--- src/rtl/mu0_run_supervisor.sv ---
// Run controller for one or more MU0 cores: pulses their reset, confirms each one starts,
// then records the cycle on which each core halts, or flags a run that never finishes.
module mu0_run_supervisor #(
    parameter int unsigned N_CPU          = 1,
    parameter int unsigned RESET_CYCLES   = 1,
    parameter int unsigned TIMEOUT_CYCLES = 10000,
    parameter int unsigned CNT_W          = 32
) (
    input  logic                     clk,
    input  logic                     rst,
    input  logic                     start,
    input  logic [N_CPU-1:0]         running,
    output logic [N_CPU-1:0]         cpu_rst,
    output logic                     busy,
    output logic                     done,
    output logic                     timeout,
    output logic [N_CPU-1:0]         start_err,
    output logic [N_CPU-1:0]         halted,
    output logic [CNT_W-1:0]         cycle_count,
    output logic [N_CPU*CNT_W-1:0]   halt_cycle
);

    localparam int unsigned RstCntW = (RESET_CYCLES > 1) ? $clog2(RESET_CYCLES) : 1;

    localparam logic [RstCntW-1:0] RstCntLast = RstCntW'(RESET_CYCLES - 1);
    localparam logic [CNT_W-1:0]   CntLast    = CNT_W'(TIMEOUT_CYCLES - 1);
    localparam logic [CNT_W-1:0]   CntOne     = CNT_W'(1);

    typedef enum logic [2:0] {
        StIdle,
        StReset,
        StCheck,
        StRun,
        StDone,
        StTimeout
    } state_e;

    state_e state_q, state_d;

    logic [RstCntW-1:0]       rst_cnt_q, rst_cnt_d;
    logic [CNT_W-1:0]         count_q, count_d;
    logic [N_CPU-1:0]         start_err_q, start_err_d;
    logic [N_CPU-1:0]         halted_q, halted_d;
    logic [N_CPU*CNT_W-1:0]   halt_cycle_q, halt_cycle_d;

    logic all_halted;
    logic count_at_limit;

    // A core that is not running this cycle counts as halted even before it is latched.
    assign all_halted     = &(halted_q | ~running);
    assign count_at_limit = (count_q == CntLast);

    // ------------------------------------------------------------------
    // FSM: state register
    // ------------------------------------------------------------------
    always_ff @(posedge clk) begin
        if (rst) begin
            state_q <= StIdle;
        end else begin
            state_q <= state_d;
        end
    end

    // ------------------------------------------------------------------
    // FSM: next state
    // ------------------------------------------------------------------
    always_comb begin
        state_d = state_q;
        unique case (state_q)
            StIdle, StDone, StTimeout: begin
                if (start) begin
                    state_d = StReset;
                end
            end
            StReset: begin
                if (rst_cnt_q == RstCntLast) begin
                    state_d = StCheck;
                end
            end
            StCheck: begin
                state_d = (running == '0) ? StDone : StRun;
            end
            StRun: begin
                // A last halt on the final counted cycle still completes the run.
                if (all_halted) begin
                    state_d = StDone;
                end else if (count_at_limit) begin
                    state_d = StTimeout;
                end
            end
            default: state_d = StIdle;
        endcase
    end

    // ------------------------------------------------------------------
    // FSM: outputs decoded from the registered state
    // ------------------------------------------------------------------
    always_comb begin
        cpu_rst = '0;
        busy    = 1'b0;
        done    = 1'b0;
        timeout = 1'b0;
        unique case (state_q)
            StIdle: begin
                cpu_rst = '1;
            end
            StReset: begin
                cpu_rst = '1;
                busy    = 1'b1;
            end
            StCheck, StRun: begin
                busy = 1'b1;
            end
            StDone: begin
                done = 1'b1;
            end
            StTimeout: begin
                timeout = 1'b1;
            end
            default: begin
                cpu_rst = '1;
            end
        endcase
    end

    // ------------------------------------------------------------------
    // Datapath: reset counter, cycle counter and per-core status
    // ------------------------------------------------------------------
    always_comb begin
        rst_cnt_d    = rst_cnt_q;
        count_d      = count_q;
        start_err_d  = start_err_q;
        halted_d     = halted_q;
        halt_cycle_d = halt_cycle_q;
        unique case (state_q)
            StIdle, StDone, StTimeout: begin
                if (start) begin
                    rst_cnt_d    = '0;
                    count_d      = '0;
                    start_err_d  = '0;
                    halted_d     = '0;
                    halt_cycle_d = '0;
                end
            end
            StReset: begin
                rst_cnt_d = rst_cnt_q + 1'b1;
            end
            StCheck: begin
                count_d = CntOne;
                for (int i = 0; i < int'(N_CPU); i++) begin
                    if (!running[i]) begin
                        start_err_d[i]                  = 1'b1;
                        halted_d[i]                     = 1'b1;
                        halt_cycle_d[i*CNT_W +: CNT_W]  = '0;
                    end
                end
            end
            StRun: begin
                for (int i = 0; i < int'(N_CPU); i++) begin
                    if (!halted_q[i] && !running[i]) begin
                        halted_d[i]                     = 1'b1;
                        halt_cycle_d[i*CNT_W +: CNT_W]  = count_q;
                    end
                end
                if (!all_halted && !count_at_limit && (count_q != '1)) begin
                    count_d = count_q + 1'b1;
                end
            end
            default: begin
                rst_cnt_d = '0;
            end
        endcase
    end

    always_ff @(posedge clk) begin
        if (rst) begin
            rst_cnt_q    <= '0;
            count_q      <= '0;
            start_err_q  <= '0;
            halted_q     <= '0;
            halt_cycle_q <= '0;
        end else begin
            rst_cnt_q    <= rst_cnt_d;
            count_q      <= count_d;
            start_err_q  <= start_err_d;
            halted_q     <= halted_d;
            halt_cycle_q <= halt_cycle_d;
        end
    end

    assign start_err   = start_err_q;
    assign halted      = halted_q;
    assign cycle_count = count_q;
    assign halt_cycle  = halt_cycle_q;

endmodule

--- config.mk ---
export PLATFORM = sky130hd
export DESIGN_NAME = mu0_run_supervisor
export DESIGN_NICKNAME = d
export VERILOG_FILES = /design/src/rtl/mu0_run_supervisor.sv
export SDC_FILE = /design/constraint.sdc
export NUM_CORES = 1
export LEC_CHECK = 0
export ABC_AREA = 1
export CORE_AREA = 8 8 87 104
export DETAILED_ROUTE_END_ITERATION = 10
export DIE_AREA = 0 0 95 112
export PLACE_DENSITY = 0.82
export SYNTH_ARGS = -nofsm -noshare
export SYNTH_HDL_FRONTEND = slang
export SYNTH_SLANG_ARGS = --single-unit
--- constraint.sdc ---
create_clock -name clk -period 3.3 [get_ports clk]
set_clock_uncertainty 0.15 [all_clocks]
set_input_delay 0.66 -clock clk [delete_from_list [all_inputs] [get_ports clk]]
set_output_delay 0.66 -clock clk [all_outputs]
set_load 0.005 [all_outputs]
Word level (Yosys, flattened, before mapping)
Index checks and enable logic that the tools add are counted.
Word-level totals
  register bits: 70
  output and inout bits: 70
  bits of input ports: 4
Cells by class
  reduce and logical (&&, ||, !) cells: 19
  multiplexer cells: 22
  eq/ne operators: 13
  bitwise gates (word level): 3
  $add $sub $neg: 2
Operators with widths (number)
  $pmux 32 s3: 2
  $mux 32: 4
  $add 32x1->32 const B: 1
  $eq 32x14->1 const B: 1
  $ne 32x32->1 const B: 1
  $mux 3: 5
  $pmux 3 s4: 1
  $ne 2x2->1 const B: 5
  $reduce_and 3->1: 3
  $mux 1: 7
  $eq 3x2->1 const B: 2
  $eq 3x3->1 const B: 2
  $pmux 1 s3: 2
  $reduce_or 3->1: 2
  $logic_not 1->1: 4
  $reduce_and 4->1: 1
  $reduce_or 4->1: 1
  $eq 3x1->1 const B: 1
  $logic_and 1x1->1: 3
  $logic_not 3->1: 1
  $ne 3x3->1 const B: 1
  $reduce_bool 3->1: 1
  $not 1->1: 2
  $pmux 1 s2: 1
  other kinds (5): 5

Longest topological paths before layout
  depth after elaboration: 7
  depth in mapped cells: 13
  gate-level depth less buffers: 12

Least setup slack after synthesis
OpenSTA, ideal clock, no wires.
  path type: register to register
  start point: reg count_q[0], in the netlist cycle_count[0]
  end point: reg count_q[11], in the netlist cycle_count[11]
  data arrival time: 1642 ps
  cell stages (with the launch flop): 13
  library setup time: 132 ps
  slack: 1376 ps
  clock period less this slack: 1924 ps
  cell sequence: dfxtp_1 -> ha_1 -> nand2_1 -> nor2_4 -> nand2_2 -> nor2_4 -> nand2_1 -> nand3_2 -> nand2_4 -> buf_6 -> buf_6 -> nand3_1 -> a21oi_1
On the way
  word-level cells in the longest chain between the ends: 6
  elaborated cells on any way between the ends: 10
  classes of those cells: add/sub (1); eq/ne (3); mux (2); reduce/logical (4)
RTL lines
  from (decl): RTL line 41  | logic [CNT_W-1:0] count_q, count_d;
  from (signal assigned): RTL line 184  | count_q <= count_d;
  parallel branches: the longest is 6 deep, another holds $add 32x1->32
Parallel ways; which one is timed is not known. The select of a mux whose other input is x is not followed.
A chain may end at the register's enable or synchronous reset.

Worst setup path in the final report
  start point: reg state_q[2]
  end point: out cpu_rst
On the way
  word-level cells in the longest chain between the ends: 3
  elaborated cells on any way between the ends: 6
  classes of those cells: eq/ne (4); mux (1); reduce/logical (1)
RTL lines
  from (decl): RTL line 38  | state_e state_q, state_d;
  from (signal assigned): RTL line 58  | state_q <= StIdle;
  from (signal assigned): RTL line 60  | state_q <= state_d;
  $eq 3x2->1 / $eq 3x3->1 (equally long branches): RTL line 103  | unique case (state_q)
  $reduce_or 4->1 (no line) (*)
  $mux 1 (*): RTL line 103
  to (decl): RTL line 13  | output logic [N_CPU-1:0] cpu_rst,
Mark *: on every way between the ends. The rest lies on a longest branch, timed or not.

==> metrics.md <==
| Metric | Value |
|---|---|
| Vias in the first global route | 3951 |
| Proportion of synthesized chip area in sequential cells | 0.354 |
| Peak ir drop on the vdd network | 0.860 mV |
| Per-cell via count in the routed design | 5.39 |
| Post-route fraction of the period consumed by the critical path | 0.844 |
| Clock sink total | 70 |
| Number of max-slew violations in the final report | 0 |
| Cell-internal power | 1960 uW |
| Endpoint required time on the critical path | 2.49 ns |
| Min-delay src | halt_cycle[30] |
| Clock Pin Slew Worst Setup and Hold Paths | 0.08 ns |
| Final worst setup slack | 0.516 ns |
| Combinational share of power | 0.411 |
| Portion of total power attributed to the clock network | 0.262 |
| Routed len/inst | 14.3 um |
| Fin util | 0.657 |
| Cell type of the slowest stage on the worst timing path | clkdlybuf4s50_1 |
| Number of unique standard cell types used by synthesis | 29 |
| Launch point of the worst reg-to-reg path | state_q[0] |
| Growth of design area from synthesis to finish | 24.5% |
| Post-cts resize count | 0 |
| Wire length of the first global-routing pass | 18.6 mm |
| Overall die height | 112 um |
| Remaining antenna violation count | 0 |
| Number of standard cells after synthesis | 639 |
| Largest stage delay on the critical path | 0.53 ns |
| Antenna violations before repair | 0 |
| Horiz. Die Dim | 95 um |
| Die area | 10600 um^2 |
| DRC errors left | 0 |
| Kind of start point of the critical path | flip-flop |
| Worst skew pair latency | 0.36 ns |
| NumNets Final | 702 |
| Arrival time at the worst endpoint | 1.97 ns |
| Critical path type | flip-flop to output pin |
| Final Critical Period | 2.78 ns |
| Hold Crit Endpoint | halt_cycle[30] |
| Critical Path Fanout Max | 6 |
| Total number of H-tree levels | 3 |
| Net switching share of the total power | 0.412 |
| Area of the mapped netlist | 3950 um^2 |
| Commonest cells after routing, fill and taps aside | 184 x nand2_1, 96 x nand3_1, 87 x nor2_1 |
| Pin count of the biggest net entering global routing | 52 |
| Synth warn | 0 |
| Unrepaired setup endpoints after global routing | false |
| Global placement routability congestion | 0.911 |
| Cell depth of the worst min-delay path | 2 |
| Number of CTS-inserted buffers | 9 |
| Final hold violation count | 0 |
| ANT cells | 0 |
| Drt initial violations | 308 |
| Power density over the cells | 678 nW/um^2 |
| Setup slack of the most critical reg-to-reg path | 0.69 ns |
| 1st-pass router iterations | 7 |
| Post-CTS Hold Fix Bufs | 0 |
| Total grt overflow | 0 |
| Post-Synthesis Net Count | 644 |
| TritonCTS clock tree | built |
| Count of cells along the worst register-to-register path | 6 |
| Leading cell type in the layout, fill and taps excluded | nand2_1 |
| Root Buffer Master | clkbuf_8 |
| Placeable core area | 7490 um^2 |
| Actual slew at the worst max-slew pin | 0.778 ns |
| Largest buffer count on any clock path | 2 |
| Maxcap violations | 0 |
| CP endpoint kind | output pin |
| Critical R2R Capture | cycle_count[9] |
| Count of standard-cell rows | 35 |
| Detailed placement HPWL | 7.98 mm |
| Synthesized area divided by synthesized cell count | 6.19 um^2 |
| Aggregate global-route resource usage | 0.213 |
| Proportion of layout cells with a drive suffix above 1 | 0.0641 |
| Effective utilization at floorplan | 0.528 |
| Total wire length | 11.3 mm |
| Relative slew slack | 0.480 |
| Final-report setup violation count | 0 |
| Postcts setup bufs | 0 |
| Psw | 1370 uW |
| Worst slack, placed | 0.587 ns |
| Highest achievable clock rate | 0.359 GHz |
| Number of port buffers | 73 |
| Min-delay worst type | flip-flop to flip-flop |
| Total Neg Setup Slack | 0 ns |
| Cells along the critical path | inv_2 > nand2_1 > inv_1 > nor3_1 > clkdlybuf4s50_1 |
| Register bit count reported by yosys | 70 |
| Power Total | 3340 uW |
| LEAKAGE | 0.00177 uW |
| Sequential group share of total power | 0.327 |
| I/O pin total | 74 |
| Outcome | completed |
| Via Count | 4280 |
synth_stat cells, drive strengths merged:
library cell	number	area, um^2
ha	1	12.5
nand3	98	500
nand2	188	726
inv	50	188
o21ai	16	83.8
nor2	92	368
a21oi	65	337
buf	20	125
dfxtp	70	1400
clkinv	10	37.5
o221ai	1	15.0
nor3	7	35.0
clkbuf	12	45.0
o211ai	1	12.5
xnor2	1	8.76
xor2	6	52.6
or2	1	6.26
kinds of logic after synthesis:
group	Yosys count	synth area share
DFF	70	0.354
buffers and inverters	92	0.100
and+or+nand+nor	386	0.414
xor gates and xnor gates	7	0.0155
adders and majority gates	1	0.00316
AOI/OAI and AO/OA	83	0.113
worst max-delay path by stage:
| stage | startpoint | end | slack [ns] | depth (start not counted) |
|---|---|---|---|---|
| after detailed placement | start | halt_cycle[0] | 0.59 | 10 |
| after floorplan | cycle_count[0] | cycle_count[11] | 1.38 | 12 |
| after CTS | state_q[2] | cpu_rst | 0.53 | 5 |
| after global routing | state_q[2] | cpu_rst | 0.42 | 5 |
| final | state_q[2] | cpu_rst | 0.52 | 5 |
| after global placement | running | cycle_count[3] | 0.66 | 8 |
per-stage QoR:
stage	hold slack (ns)	instances	area [um^2]
2_1_floorplan	0.308	639	3950
3_3_place_gp	0.301	778	4670
3_5_place_dp	0.304	778	4670
4_1_cts	0.317	794	4920
5_1_grt	0.338	794	4920
6_report	0.317	794	4920
cell type report:
cell class	count	area [um^2]
fill	694	2560
timing repair buffer	79	771
clock inverter	6	116
inverter	60	225
clock buffer	10	138
tap	92	115
multi-input combinational	477	2160
sequential	70	1400
routing by layer:
layer  vias up  part of all wire  GRT usage
met3        15             0.055     0.0310
li1       2149                 -          -
met1      1966              0.42      0.254
met2       150              0.51      0.368
met4         0             0.016     0.0846
met5         -                 0          0
power groups by stage:
stage	Clock [uW]	Combinational [uW]	Sequential, uW
after floorplan	0	1010	1070
after global placement	0	1320	1100
after detailed placement	0	1350	1110
after CTS	890	1360	1090
after global routing	921	1500	1100
final	873	1370	1090
registers in the layout, summed over array words and instances, names as in the netlist:
signal	cells
cycle_count	32
rst_cnt_q	1
start_err	1
halt_cycle	32
state_q	3
halted	1
worst max-delay path, delay by kind of cell (launching register included):
family | cells | cell delay (ns)
buf+inv | 3 | 0.77
flops | 1 | 0.42
simple gates | 2 | 0.43
(Power assumes the default switching activity.)
==> RTL change, RTL diff (same flow settings) <==
Change the parameter `CNT_W` from 32 to 40.
--- a/src/rtl/mu0_run_supervisor.sv
+++ b/src/rtl/mu0_run_supervisor.sv
@@ -4,7 +4,7 @@
     parameter int unsigned N_CPU          = 1,
     parameter int unsigned RESET_CYCLES   = 1,
     parameter int unsigned TIMEOUT_CYCLES = 10000,
-    parameter int unsigned CNT_W          = 32
+    parameter int unsigned CNT_W          = 40
 ) (
     input  logic                     clk,
     input  logic                     rst,
Ports: changed (resized cycle_count and halt_cycle); port bits go from 74 to 90. The function was not compared with the original's and may differ.
==> RTL change against the original RTL <==
- routed wire length is 39% higher
- utilization rose by 16 points
- area after synthesis is 26% higher
- largest power group unchanged
- worst setup slack lost 160 ps
- power grew 1.2%
- final area up 24%
- sequential cell count increased by 16
- fmax fell by 5.5%
==> RTL change: results (changes against the original RTL) <==
Status: complete, no violations
Wire length of the first global-routing pass: 26.1 mm (+40%)
Critical R2R Launch: cycle_count[1]
Maximum number of pins on one net before global-route repair: 73 (+40%)
Met1 global-route usage: 0.364 (+0.110)
Hold Path End: halt_cycle[28]
Worst hold slack after final layout: 319 ps (+2.40 ps)
Most used standard cells in the synthesized netlist: nand2_1 (227), nand3_1 (115), nor2_1 (114)
Count of placed standard cells in the final layout, fillers left out: 977 (+23%)
Setup slack at placement: 605 ps (+18.4 ps)
Setup slack of the worst register-to-register path: 530 ps (-160 ps)
Comb_multi_in: 609 (+28%)
Sum of met2 wire segment lengths after detailed routing: 7.61 mm (+33%)
Number of clock buffers in the layout: 11 (+1)
Biggest area contributors in the synthesized netlist: dfxtp_1 (34%), nand2_1 (17%), nand3_1 (12%)
Length of routed wiring on met1: 6.11 mm (+27%)
Via count of the first global-routing pass: 5461 (+38%)
Fraction of final layout cells with drive strength greater than 1: 0.0802 (+0.0161)
Max Buffers Root-to-Sink: 2 (unchanged)
Number of fill cells in the layout: 541 (-22%)
Highest attainable clock frequency: 0.339 GHz (-5.5%)
Area of the multi-input gates: 2820 um2 (+31%)
Non-Clock Buffer Area Fraction: 0.159 (+0.00232)
Placed instance area: 5900 um2 (+26%)
Routed len/inst: 16.1 um (+13%)
Synth cell types: 32 (+10%)
Data arrival at the endpoint of the critical path: 2140 ps (+170 ps)
Signal inverters: 74 (+23%)
GRT met3 Usage: 0.0659 (+0.0350)
GRT Overall Usage: 0.300 (+0.0866)
Total of flip-flops plus latches after synthesis: 86 (+23%)
Mean cell area of the mapped netlist: 6.19 um2 (about the same)
Placed cell count: 961 (+24%)
Delay of the slowest critical-path stage: 560 ps (+30 ps)
Port-buffer cells: 89 (+22%)
Repair and plain buffers: 100 (+27%)
Source of the worst hold timing path: halt_cycle[28]
Standby leakage power: 2.13 nW (+20%)
==> RTL change: cell count changes in the layout (fill, tap and decap cells not counted), moves of 10 or more <==
cell,change
nand2_1,+43
nor2_1,+27
inv_1,+24
nand3_1,+19
clkdlybuf4s50_1,+16
dfxtp_1,+16
a21oi_2,+11
nand2_2,+11
clkinv_1,-10
==> RTL change: power by group <==
part           switching [W]  internal [W]  leakage [nW]
clock network       0.000389      0.000352        0.0935
logic               0.000972      0.000444          1.34
registers           0.000114       0.00111         0.695
total                0.00147       0.00190          2.13
==> RTL change: kinds of logic after synthesis <==
logic type               count (synthesis)  synth area share
buffers and inverters                  112            0.0922
XOR/XNOR                                 8            0.0140
flip-flops                              86             0.345
AND/OR/NAND/NOR                        507             0.442
AO/OA/AOI/OAI                           93             0.104
adder cells (fa/ha/maj)                  1           0.00251
